### config.mk
export PLATFORM = sky130hd
export DESIGN_NAME = branch_resolve_ctrl
export DESIGN_NICKNAME = d
export VERILOG_FILES = /design/src/rtl/br_pkg.sv /design/src/rtl/br_cmp.sv /design/src/rtl/branch_resolve_ctrl.sv
export SDC_FILE = /design/constraint.sdc
export NUM_CORES = 1
export LEC_CHECK = 0
export CORE_ASPECT_RATIO = 1.1
export CORE_MARGIN = 2
export CORE_UTILIZATION = 58
export CTS_CLUSTER_DIAMETER = 40
export CTS_CLUSTER_SIZE = 10
export DETAILED_ROUTE_END_ITERATION = 8
export DONT_BUFFER_PORTS = 1
export PLACE_DENSITY = 0.74
export SYNTH_ARGS = -nofsm -noshare
export SYNTH_HDL_FRONTEND = slang
export SYNTH_SLANG_ARGS = --single-unit
### constraint.sdc
create_clock -name i_clk -period 2.95 [get_ports i_clk]
set_input_delay 0.295 -clock i_clk [delete_from_list [all_inputs] [get_ports i_clk]]
set_output_delay 0.295 -clock i_clk [all_outputs]
set_load 0.05 [all_outputs]
### src/rtl/br_pkg.sv
// Shared encodings for the branch resolve block: op kinds, RV32I branch funct3
// values and the controller state enum.
package br_pkg;

    localparam logic [1:0] KIND_COND = 2'b00;
    localparam logic [1:0] KIND_JAL  = 2'b01;
    localparam logic [1:0] KIND_JALR = 2'b10;
    localparam logic [1:0] KIND_RSVD = 2'b11;

    localparam logic [2:0] F3_BEQ  = 3'b000;
    localparam logic [2:0] F3_BNE  = 3'b001;
    localparam logic [2:0] F3_BLT  = 3'b100;
    localparam logic [2:0] F3_BGE  = 3'b101;
    localparam logic [2:0] F3_BLTU = 3'b110;
    localparam logic [2:0] F3_BGEU = 3'b111;

    typedef enum logic [1:0] {
        ST_IDLE = 2'd0,
        ST_EVAL = 2'd1,
        ST_RESP = 2'd2
    } state_e;

endpackage

### src/rtl/br_cmp.sv
// Operand comparator: equality plus signed/unsigned less-than.
module br_cmp (
    input  logic [31:0] i_rs1,
    input  logic [31:0] i_rs2,
    input  logic        i_unsigned,
    output logic        o_equal,
    output logic        o_less
);

    assign o_equal = (i_rs1 == i_rs2);
    assign o_less  = i_unsigned ? (i_rs1 < i_rs2)
                                : ($signed(i_rs1) < $signed(i_rs2));

endmodule

### src/rtl/branch_resolve_ctrl.sv
// Resolves one control-transfer op at a time: latch, evaluate for one cycle,
// then hold the next-PC result until fetch takes it.
//
// state   | meaning
// IDLE    | ready for a new op
// EVAL    | comparing latched operands, computing target
// RESP    | result presented, waiting for i_redir_ready
module branch_resolve_ctrl
    import br_pkg::*;
#(
    parameter int CNT_W = 16
) (
    input  logic             i_clk,
    input  logic             i_reset,
    input  logic             i_br_valid,
    output logic             o_br_ready,
    input  logic [1:0]       i_kind,
    input  logic [2:0]       i_funct3,
    input  logic [31:0]      i_pc,
    input  logic [31:0]      i_imm,
    input  logic [31:0]      i_rs1Data,
    input  logic [31:0]      i_rs2Data,
    input  logic             i_kill,
    output logic             o_redir_valid,
    input  logic             i_redir_ready,
    output logic [31:0]      o_redir_pc,
    output logic             o_taken,
    output logic             o_misalign,
    output logic [CNT_W-1:0] o_taken_cnt
);

    localparam logic [CNT_W-1:0] CNT_MAX = {CNT_W{1'b1}};

    state_e           state_q;
    logic [1:0]       kind_q;
    logic [2:0]       funct3_q;
    logic [31:0]      pc_q, imm_q, rs1_q, rs2_q;
    logic [31:0]      redir_pc_q;
    logic             taken_q, misalign_q;
    logic [CNT_W-1:0] cnt_q;

    logic        equal, less;
    logic        cond_taken, taken_d, misalign_d;
    logic [31:0] target, redir_pc_d;

    br_cmp u_cmp (
        .i_rs1      (rs1_q),
        .i_rs2      (rs2_q),
        .i_unsigned (funct3_q[1]),
        .o_equal    (equal),
        .o_less     (less)
    );

    always_comb begin
        cond_taken = 1'b0;
        case (funct3_q)
            F3_BEQ:          cond_taken = equal;
            F3_BNE:          cond_taken = ~equal;
            F3_BLT, F3_BLTU: cond_taken = less;
            F3_BGE, F3_BGEU: cond_taken = ~less;
            default:         cond_taken = 1'b0;
        endcase
        taken_d    = (kind_q == KIND_JAL) || (kind_q == KIND_JALR) || cond_taken;
        target     = (kind_q == KIND_JALR) ? ((rs1_q + imm_q) & ~32'h1) : (pc_q + imm_q);
        redir_pc_d = taken_d ? target : (pc_q + 32'd4);
        misalign_d = taken_d & target[1];
    end

    always_ff @(posedge i_clk) begin
        if (i_reset) begin
            state_q    <= ST_IDLE;
            kind_q     <= '0;
            funct3_q   <= '0;
            pc_q       <= '0;
            imm_q      <= '0;
            rs1_q      <= '0;
            rs2_q      <= '0;
            redir_pc_q <= '0;
            taken_q    <= 1'b0;
            misalign_q <= 1'b0;
            cnt_q      <= '0;
        end else if (i_kill) begin
            state_q    <= ST_IDLE;
            taken_q    <= 1'b0;
            misalign_q <= 1'b0;
        end else begin
            case (state_q)
                ST_IDLE: if (i_br_valid) begin
                    kind_q   <= i_kind;
                    funct3_q <= i_funct3;
                    pc_q     <= i_pc;
                    imm_q    <= i_imm;
                    rs1_q    <= i_rs1Data;
                    rs2_q    <= i_rs2Data;
                    state_q  <= ST_EVAL;
                end
                ST_EVAL: begin
                    redir_pc_q <= redir_pc_d;
                    taken_q    <= taken_d;
                    misalign_q <= misalign_d;
                    state_q    <= ST_RESP;
                end
                ST_RESP: if (i_redir_ready) begin
                    if (taken_q && !misalign_q && cnt_q != CNT_MAX)
                        cnt_q <= cnt_q + 1'b1;
                    taken_q    <= 1'b0;
                    misalign_q <= 1'b0;
                    state_q    <= ST_IDLE;
                end
                default: state_q <= ST_IDLE;
            endcase
        end
    end

    assign o_br_ready    = (state_q == ST_IDLE) & ~i_kill;
    assign o_redir_valid = (state_q == ST_RESP);
    assign o_redir_pc    = redir_pc_q;
    assign o_taken       = taken_q;
    assign o_misalign    = misalign_q;
    assign o_taken_cnt   = cnt_q;

endmodule

==> results by group, run 1 <==
Status
  • Status: finished with violations
  • Failing checks: negative hold slack, negative setup slack

Setup path
  • WS Path Type: flop to flop
  • Required time of the critical path: 3270 ps
  • Worst path bufs/invs: 2
  • Slowest CP cell: nor4_4
  • CP max stage delay: 460 ps
  • CP Capture Type: flop
  • CP Data Arrival Time: 3310 ps
  • Critical path fanouts, max: 14
  • Register-to-register setup slack: -40 ps
  • CP top delay family: simple AND/OR/NAND/NOR gates
  • Critical Path Start Type: flop
  • CP cell instances: inv_1, ha_4, nand4_1, nor4_4, nor3b_4, a2111oi_2, a211o_4, and2_4, buf_12, a222oi_1, o21ai_1

Logic synthesis
  • Yosys reg bits: 185
  • EDFF count, synth: 0
  • Top cells by area, synth: dfxtp_1, nand2_1, ha_1, a21oi_1, xnor2_1
  • Post-Synthesis Cells: 1500
  • Synth Flop Type: dfxtp_1
  • YS warnings: 0
  • Cell area after synthesis: 11300 um2
  • Area share of the largest cell type after synthesis: 32.6%
  • Synth cell types: 71
  • Syn avg cell area: 7.56 um2
  • Leading area contributor after synthesis: dfxtp_1
  • Asr flop ratio synth: 0%
  • Syn nets: 1736
  • Sequential area share after synthesis: 32.6%

Routing
  • DRC: 0
  • Vias/cell: 5.93
  • Wire per inst: 18.6 um
  • DR vias: 11600
  • Total iterations of the first detailed-routing run: 6
  • DRT antenna net count: 0
  • Final wirelength: 36200 um
  • Initial DRC count: 872

Clocking
  • Clock tree from TritonCTS: built
  • Clock Latency Late Sink: 450 ps
  • Clock sinks: 185
  • Bufs on Longest Clock Path: 2
  • CTS clock-pin slew for the worst setup and hold paths: 80 ps
  • Cts bufs inserted: 17
  • H-Tree Depth: 4
  • Clock root buffer: clkbuf_16

GRT
  • Total grt overflow: 0
  • GRT Resource Usage Total: 34.1%
  • Antenna violations before repair: 0
  • First-pass GRT wire length: 55500 um
  • Number of global-route vias before repair: 11300
  • Largest net degree at the start of global routing: 148

Finish
  • Fraction of layout cells with a size suffix above 1: 14.7%
  • Core Util, Final: 76.1%
  • FILL cells: 1405
  • Layout Area Growth over Synthesis: 28.6%
  • Ant. Diodes: 0
  • Commonest cells after routing, fill and taps aside: nand2_1, a21oi_1, dfxtp_1
  • Most common cell after layout, fill and taps aside: nand2_1
  • # nets final: 1925
  • Final Instance Area: 14600 um2

Floorplanning
  • Full die area: 20700 um2
  • Initial Util: 59.2%
  • IO Pins: 190
  • Die X: 137 um
  • Die height: 151 um
  • Core Region: 19200 um2
  • Row count: 53

Flow run
  • Max-Cap Viols: 0

Pwr
  • Worst vdd ir: 0.407 mV
  • P_leak: 6.02 nW
  • Sequential Power Share: 43.2%
  • Power Density: 431 nW/um2
  • Logic pwr share: 19.0%
  • Clk pwr share: 37.8%
  • Sw Share: 31.3%
  • Internal: 0.00432 W
  • Psw: 0.00197 W

Place
  • RD Place Congestion: 0.936
  • DP HPWL: 24700 um
  • Area after DPL: 12300 um2
  • Worst slack, placed: -118 ps
  • Number of port buffers: 0

Timing
  • Setup violators final: 3
  • Worst Tran Pin Value: 958 ps
  • Final worst slack: -40.7 ps
  • Hold slack: -1.33 ps
  • RSZ-0062 raised after global routing: yes
  • TNS Setup: -101 ps
  • Final-report hold violation count: 2
  • Final min period: 2990 ps
  • Relative slew margins: 35.9%
  • Max Clk Rate: 0.334 GHz
  • Max-slew violations: 0
  • Tcrit/Tclk final: 101%
  • Clock skew: 12.8 ps

Min path
  • Hold Crit Class: primary input to flop
## metal layers
layer | part of all wire, % | global-route usage [%]
met3 | 6.1 | 6.40
met1 | 39 | 38.3
met5 | 0 | 0
met4 | 3.9 | 15.1
met2 | 51 | 62.2
## what timing repair did
| action | 4_1_cts | 5_1_grt |
|---|---|---|
| buffers inserted | 1 | 12 |
| gates resized for setup | 17 | 73 |
| cloned | 0 | 1 |
| endpoints found under the hold margin | 162 | 2 |
| pin swaps | 3 | 23 |
| hold buffers | 111 | 2 |
| endpoints found under the setup margin | 20 | 34 |
## final cells by class
cell class                 count  area (um2)  area share [%]
clock buffer                  18         439            3.01
tap                          247         309            2.12
clock inverter                14         178            1.22
timing repair buffer         240        2190            15.0
multi-input combinational   1190        7530            51.6
inverter                      55         206            1.42
sequential                   185        3740            25.6
## sequential cells by signal, indices dropped and copies added (netlist names)
signal	count
imm_q	32
o_taken	1
o_redir_pc	32
funct3_q	3
rs2_q	32
o_taken_cnt	16
state_q	2
pc_q	32
kind_q	2
o_misalign	1
rs1_q	32
## metrics by stage
| stage | std cells | power [W] |
|---|---|---|
| after detailed placement | 1790 | 0.00367 |
| after global placement | 1790 | 0.00365 |
| after floorplan | 1500 | 0.00339 |
| final | 1949 | 0.00628 |
| after CTS | 1934 | 0.00617 |
| after global routing | 1949 | 0.00651 |
## path summary, 6_finish.rpt
kind	startpoint	endpoint	cells after the start
min	i_rs1Data[16]	rs1_q[16]	2
min reg2reg	rs2_q[20]	rs2_q[20]	2
max reg2reg	rs2_q[21]	o_redir_pc[30]	11
max	rs2_q[21]	o_redir_pc[30]	11
## cells by family after synthesis
kind of cell | share of synthesized area, %
AOI/OAI and AO/OA | 22.2
xor gates and xnor gates | 7.26
adders and majority gates | 10.9
buffers and inverters | 4.15
DFF | 32.6
muxes | 0.353
and+or+nand+nor | 22.5
## cell usage after synthesis, types with 4 or more instances
cell type / n
nand2_1: 351
a21oi_1: 229
dfxtp_1: 185
ha_1: 96
clkbuf_1: 67
nor2_1: 66
xnor2_1: 58
inv_1: 55
o21ai_0: 47
xor2_1: 36
nand3_1: 35
a21o_1: 20
nand4_1: 19
nor2b_1: 18
nor3_1: 17
a22oi_1: 15
and3_1: 15
o211ai_1: 15
nand2b_1: 13
a211oi_1: 12
a211o_1: 11
a31oi_1: 10
or3_1: 10
and2_1: 8
o21bai_1: 7
or2_2: 7
a311oi_1: 6
a32o_1: 4
a41oi_1: 4
mux2i_1: 4
o21ai_1: 4
## power groups by stage
stage / Combinational (W) / Sequential, W / Clock, W
after detailed placement: 0.000906 / 0.00276 / 0
after floorplan: 0.000651 / 0.00274 / 0
after global routing: 0.00130 / 0.00272 / 0.00249
final: 0.00119 / 0.00271 / 0.00238
after CTS: 0.00108 / 0.00271 / 0.00239
after global placement: 0.000888 / 0.00276 / 0
(Power assumes the default switching activity.)
==> run 2, diff against run 1 <==
--- a/config.mk
+++ b/config.mk
@@ -6,7 +6,6 @@
 export NUM_CORES = 1
 export LEC_CHECK = 0
 export CORE_ASPECT_RATIO = 1.1
-export CORE_MARGIN = 2
 export CORE_UTILIZATION = 58
 export CTS_CLUSTER_DIAMETER = 40
 export CTS_CLUSTER_SIZE = 10
==> constraint.sdc (replaced) <==
create_clock -name i_clk -period 2.5 [get_ports i_clk]
set_input_delay 0.375 -clock i_clk [delete_from_list [all_inputs] [get_ports i_clk]]
set_output_delay 0.375 -clock i_clk [all_outputs]
set_load 0.05 [all_outputs]
==> run 2 against run 1 <==
The flow finishes with violations (negative setup slack). Utilization rose by 1.7 points. Clock power grew 20%. Cell area grew 2.2%. Sequential share of layout area shrank 0.29 points. Wire length is 1.6% higher. Global-route usage increased by 0.97 points. Die area is 2.8% lower. Sequential power up 18%.
==> results by group, run 2 (synthesis results as in run 1) <==
Finish
  • Ant. Diodes: 0
  • # nets final: 1928
  • Commonest cells after routing, fill and taps aside: nand2_1, buf_4, a21oi_1
  • Most common cell after layout, fill and taps aside: nand2_1
  • FILL cells: 1347
  • Fraction of layout cells with a size suffix above 1: 26.6%
  • Layout Area Growth over Synthesis: 31.4%
  • Final Instance Count excl. Fillers: 1952

Routing
  • Total iterations of the first detailed-routing run: 5
  • Initial DRC count: 896
  • Routed length on met1: 13900 um
  • Top Layer Used: met4
  • DRC: 0
  • Final wirelength: 36700 um
  • DRT antenna net count: 0
  • DR vias: 11700
  • Met3 wire len: 2180 um
  • Metal2 WL: 18400 um
  • Wire per inst: 18.8 um
  • Vias/cell: 6.00

Place
  • RD Place Congestion: 0.961
  • Number of port buffers: 0
  • DP HPWL: 24800 um
  • Dpl cells: 1886

Floorplanning
  • IO Pins: 190
  • Core Region: 19200 um2
  • Full die area: 20100 um2
  • Initial Util: 59.2%
  • Row count: 53
  • Die X: 135 um
  • Die height: 149 um

Pwr
  • Worst vdd ir: 0.416 mV
  • Logic pwr share: 19.8%
  • Sw Share: 31.9%
  • Internal: 0.00514 W
  • Sequential Power Share: 42.5%
  • Clk pwr share: 37.8%
  • Power Density: 506 nW/um2
  • Psw: 0.00241 W
  • P_leak: 6.16 nW

Clocking
  • Cts bufs inserted: 17
  • Clock tree from TritonCTS: built
  • Clock root buffer: clkbuf_16
  • H-Tree Depth: 4
  • Clock Latency Late Sink: 450 ps
  • Clock sinks: 185
  • Bufs on Longest Clock Path: 2
  • CTS clock-pin slew for the worst setup and hold paths: 80 ps

Setup path
  • CP max stage delay: 430 ps
  • CP cell instances: inv_2, ha_4, nand4_1, nor4_4, a31oi_1, a32o_2, a211o_4, buf_12, buf_4, buf_6, mux2i_1, nor2_1, a21oi_1, nor2_1
  • Required time of the critical path: 2840 ps
  • WS Path Type: flop to flop
  • CP Capture Type: flop
  • Most used cell, CP: nor2_1
  • Critical Path Start Type: flop
  • Critical path fanouts, max: 8
  • Slowest CP cell: nor4_4
  • CP Data Arrival Time: 3260 ps

Timing
  • Tcrit/Tclk final: 117%
  • Hold slack: 19.9 ps
  • Worst Tran Pin Value: 994 ps
  • Final-report hold violation count: 0
  • Final min period: 2920 ps
  • Max Clk Rate: 0.343 GHz
  • RSZ-0062 raised after global routing: yes
  • Relative slew margins: 33.5%
  • Setup violators final: 34
  • Final worst slack: -416 ps
  • Max-slew violations: 0
  • Clock skew: 15.1 ps

GRT
  • Largest net degree at the start of global routing: 135
  • GRT Resource Usage Total: 35.1%
  • Total grt overflow: 0
  • Antenna violations before repair: 0
  • First-pass GRT wire length: 55200 um
  • Number of global-route vias before repair: 11200

Flow run
  • Max-Cap Viols: 0

Status
  • Failing checks: negative setup slack
  • Status: finished with violations

Min path
  • Hold Crit Class: primary input to flop
==> run 2: repair_timing <==
| action | CTS | global route |
|---|---|---|
| pin swaps | 50 | 26 |
| gates resized for setup | 103 | 73 |
| endpoints found under the hold margin | 33 | 7 |
| setup buffers | 16 | 8 |
| hold buffers | 10 | 2 |
| setup endpoints to repair | 34 | 36 |
==> run 2: worst paths after layout <==
| path | from | to | slack [ps] | cells past startpoint |
|---|---|---|---|---|
| setup / recovery | rs2_q[17] | o_redir_pc[3] | -420 | 14 |
| hold reg to reg | rs2_q[16] | rs2_q[16] | 450 | 2 |
| hold / removal | i_reset | rs1_q[8] | 20 | 1 |
| setup reg to reg | rs2_q[17] | o_redir_pc[3] | -420 | 14 |
==> run 2: routing by layer <==
metal / vias up / global-route usage [%]
li1: 5626 / -
met1: 5472 / 38.5
met2: 463 / 62.5
met3: 143 / 6.78
met4: 0 / 20.6
met5: - / 0
==> run 2: power by group through the flow <==
stage | registers, W | logic, W | clock network, W
3_5_place_dp | 0.00325 | 0.00119 | 0
5_1_grt | 0.00321 | 0.00162 | 0.00298
2_1_floorplan | 0.00323 | 0.000806 | 0
4_1_cts | 0.00319 | 0.00137 | 0.00286
6_report | 0.00320 | 0.00149 | 0.00285
3_3_place_gp | 0.00325 | 0.00116 | 0
==> run 2: critical path: cells and delay by family (launching register included) <==
| family | cells | cell delay (ps) |
|---|---|---|
| compound gates | 4 | 910 |
| fa+ha+maj | 1 | 260 |
| buf+inv | 4 | 470 |
| flops | 1 | 350 |
| mux | 1 | 150 |
| simple gates | 4 | 680 |
==> run 2: per-stage QoR <==
step           setup TNS (ps)  util (%)  total power [W]  area, um2  setup slack [ps]
3_3_place_gp            -7430      69.0          0.00441      13200              -361
5_1_grt                -13490      77.8          0.00780      14900              -539
3_5_place_dp           -10540      69.0          0.00444      13200              -472
2_1_floorplan            -294         -          0.00404      11600              -204
6_report               -10010      77.8          0.00755      14900              -416
4_1_cts                 -6000      76.0          0.00743      14600              -311
==> run 2: final cells by class <==
cell class | instances | area (um2) | share of cell area, %
Multi-Input combinational cell | 1190 | 8020 | 53.8
Sequential cell | 185 | 3770 | 25.3
Timing Repair Buffer | 243 | 1960 | 13.2
Clock buffer | 17 | 425 | 2.85
Tap cell | 247 | 309 | 2.07
Inverter | 55 | 206 | 1.38
Clock inverter | 15 | 205 | 1.38
==> run 3, diff against run 2 <==
--- a/config.mk
+++ b/config.mk
@@ -6,12 +6,12 @@
 export NUM_CORES = 1
 export LEC_CHECK = 0
 export CORE_ASPECT_RATIO = 1.1
-export CORE_UTILIZATION = 58
+export CORE_UTILIZATION = 55
 export CTS_CLUSTER_DIAMETER = 40
 export CTS_CLUSTER_SIZE = 10
 export DETAILED_ROUTE_END_ITERATION = 8
 export DONT_BUFFER_PORTS = 1
-export PLACE_DENSITY = 0.74
+export PLACE_DENSITY = 0.71
 export SYNTH_ARGS = -nofsm -noshare
 export SYNTH_HDL_FRONTEND = slang
 export SYNTH_SLANG_ARGS = --single-unit
==> run 3 against run 2 <==
The run ends with design-rule violations, negative setup slack left. Via count down 0.65%. Cell area rose by 2.7%. Hold slack about the same. Critical path type unchanged. Largest power group unchanged.
==> results by group, run 3 (synthesis results as in run 1) <==
Routing
  • DRT antenna net count: 0
  • Final wirelength: 37200 um
  • Vias/cell: 5.88
  • Total iterations of the first detailed-routing run: 9
  • Wire per inst: 18.8 um
  • DR vias: 11600
  • Initial DRC count: 735
  • DRC: 8

Status
  • Failing checks: design-rule violations, negative setup slack
  • Status: finished with violations

Floorplanning
  • Core Region: 20000 um2
  • Row count: 54
  • Initial Util: 56.7%
  • Die height: 153 um
  • Die X: 139 um
  • Full die area: 21200 um2
  • IO Pins: 190

Pwr
  • Power Density: 497 nW/um2
  • Total Power: 0.00761 W
  • Worst vdd ir: 0.528 mV
  • P_leak: 6.33 nW
  • Clk pwr share: 37.6%
  • Sw Share: 31.2%
  • Sequential Power Share: 42.1%
  • Logic pwr share: 20.3%
  • Internal: 0.00523 W
  • Psw: 0.00237 W

Min path
  • Hold Path Sink: rs1_q[9]
  • Hold Crit Class: primary input to flop
  • Min-Delay Startpoint: i_reset
  • Worst hold stages: 1

Finish
  • Commonest cells after routing, fill and taps aside: nand2_1, buf_4, a21oi_1
  • Most common cell after layout, fill and taps aside: nand2_1
  • Ant. Diodes: 0
  • Reg area: 3790 um2
  • FILL cells: 1462
  • Core Util, Final: 76.5%
  • Multi-input logic area: 8220 um2
  • # nets final: 1950
  • Layout Area Growth over Synthesis: 34.9%
  • Fraction of layout cells with a size suffix above 1: 28.9%

Timing
  • Worst Tran Pin Value: 1220 ps
  • Relative slew margins: 18.4%
  • Clock skew: 12.0 ps
  • Final-report hold violation count: 0
  • Max Clk Rate: 0.351 GHz
  • Final min period: 2850 ps
  • Hold slack: 19.9 ps
  • Max-slew violations: 0
  • Final worst slack: -345 ps
  • Setup violators final: 33
  • Tcrit/Tclk final: 114%
  • RSZ-0062 raised after global routing: yes

Flow run
  • Max-Cap Viols: 0

Setup path
  • R2r worst-path depth: 12
  • CP Data Arrival Time: 3180 ps
  • Critical Path Start Type: flop
  • Required time of the critical path: 2840 ps
  • Critical path fanouts, max: 6
  • WS Path Type: flop to flop
  • CP Capture Type: flop
  • Register-to-register setup slack: -350 ps
  • Worst r2r src: rs1_q[2]
  • Capture point of the worst reg-to-reg path: o_redir_pc[11]

Clocking
  • Bufs on Longest Clock Path: 2
  • Clock Latency Late Sink: 450 ps
  • CTS clock-pin slew for the worst setup and hold paths: 80 ps
  • Clock sinks: 185
  • Clock tree from TritonCTS: built
  • H-Tree Depth: 4
  • Clock root buffer: clkbuf_16
  • Cts bufs inserted: 17

Place
  • Number of port buffers: 0
  • DP HPWL: 25500 um
  • RD Place Congestion: 0.909
  • Worst slack, placed: -485 ps

GRT
  • First-pass GRT wire length: 56000 um
  • Antenna violations before repair: 0
  • Largest net degree at the start of global routing: 134
  • GRT Resource Usage Total: 33.0%
  • Number of global-route vias before repair: 11300
  • Total grt overflow: 0
run 3: layer usage:
| layer | part of all wire [%] | global-route usage (%) | vias to the layer above |
|---|---|---|---|
| li1 | - | - | 5665 |
| met1 | 39 | 37.0 | 5483 |
| met2 | 51 | 60.5 | 381 |
| met3 | 4.8 | 5.41 | 99 |
| met4 | 4.7 | 15.5 | 0 |
| met5 | 0 | 0 | - |
run 3: cell type report:
| type | instances | area share (%) |
|---|---|---|
| Clock buffer | 17 | 2.78 |
| Tap cell | 252 | 2.06 |
| Clock inverter | 15 | 1.28 |
| Sequential cell | 185 | 24.8 |
| Inverter | 55 | 1.35 |
| Timing Repair Buffer | 265 | 14.1 |
| Multi-Input combinational cell | 1190 | 53.7 |
run 3: power groups by stage:
| stage | Combinational [W] | Sequential, W | Clock (W) |
|---|---|---|---|
| floorplan | 0.000806 | 0.00323 | 0 |
| global placement | 0.00119 | 0.00325 | 0 |
| detailed placement | 0.00122 | 0.00325 | 0 |
| CTS | 0.00135 | 0.00319 | 0.00287 |
| global route | 0.00167 | 0.00321 | 0.00298 |
| finish | 0.00155 | 0.00320 | 0.00286 |
run 3: repair_timing:
item,in CTS,in global routing
endpoints found under the setup margin,33,35
resized for setup,99,110
endpoints found under the hold margin,36,3
gates cloned,1,3
hold buffers,3,5
buffers inserted,13,16
pin swaps,63,50
run 3: worst max-delay path, cell delays in order (launching register included):
cell,delay (ps)
dfxtp_1,350
ha_1,340
o21ai_0,170
a21oi_1,80
nor3_1,220
o21ai_1,220
a21o_1,230
a211o_4,380
buf_12,160
buf_12,130
a211oi_4,200
a21oi_2,60
a22o_1,180
run 3: worst max path at each step:
stage | start | end
global route | rs2_q[2] | o_redir_pc[30]
finish | rs1_q[2] | o_redir_pc[11]
CTS | imm_q[6] | o_redir_pc[24]
detailed placement | rs2_q[25] | o_redir_pc[31]
global placement | rs2_q[25] | o_redir_pc[24]
floorplan | imm_q[5] | o_redir_pc[24]
run 3: through the flow:
stage,std cells,cell area [um2],TNS (ps)
after floorplan,1500,11600,-294
after global placement,1909,13400,-7780
after detailed placement,1909,13400,-10920
after CTS,1958,14600,-5350
after global routing,1979,15300,-15730
final,1979,15300,-8420
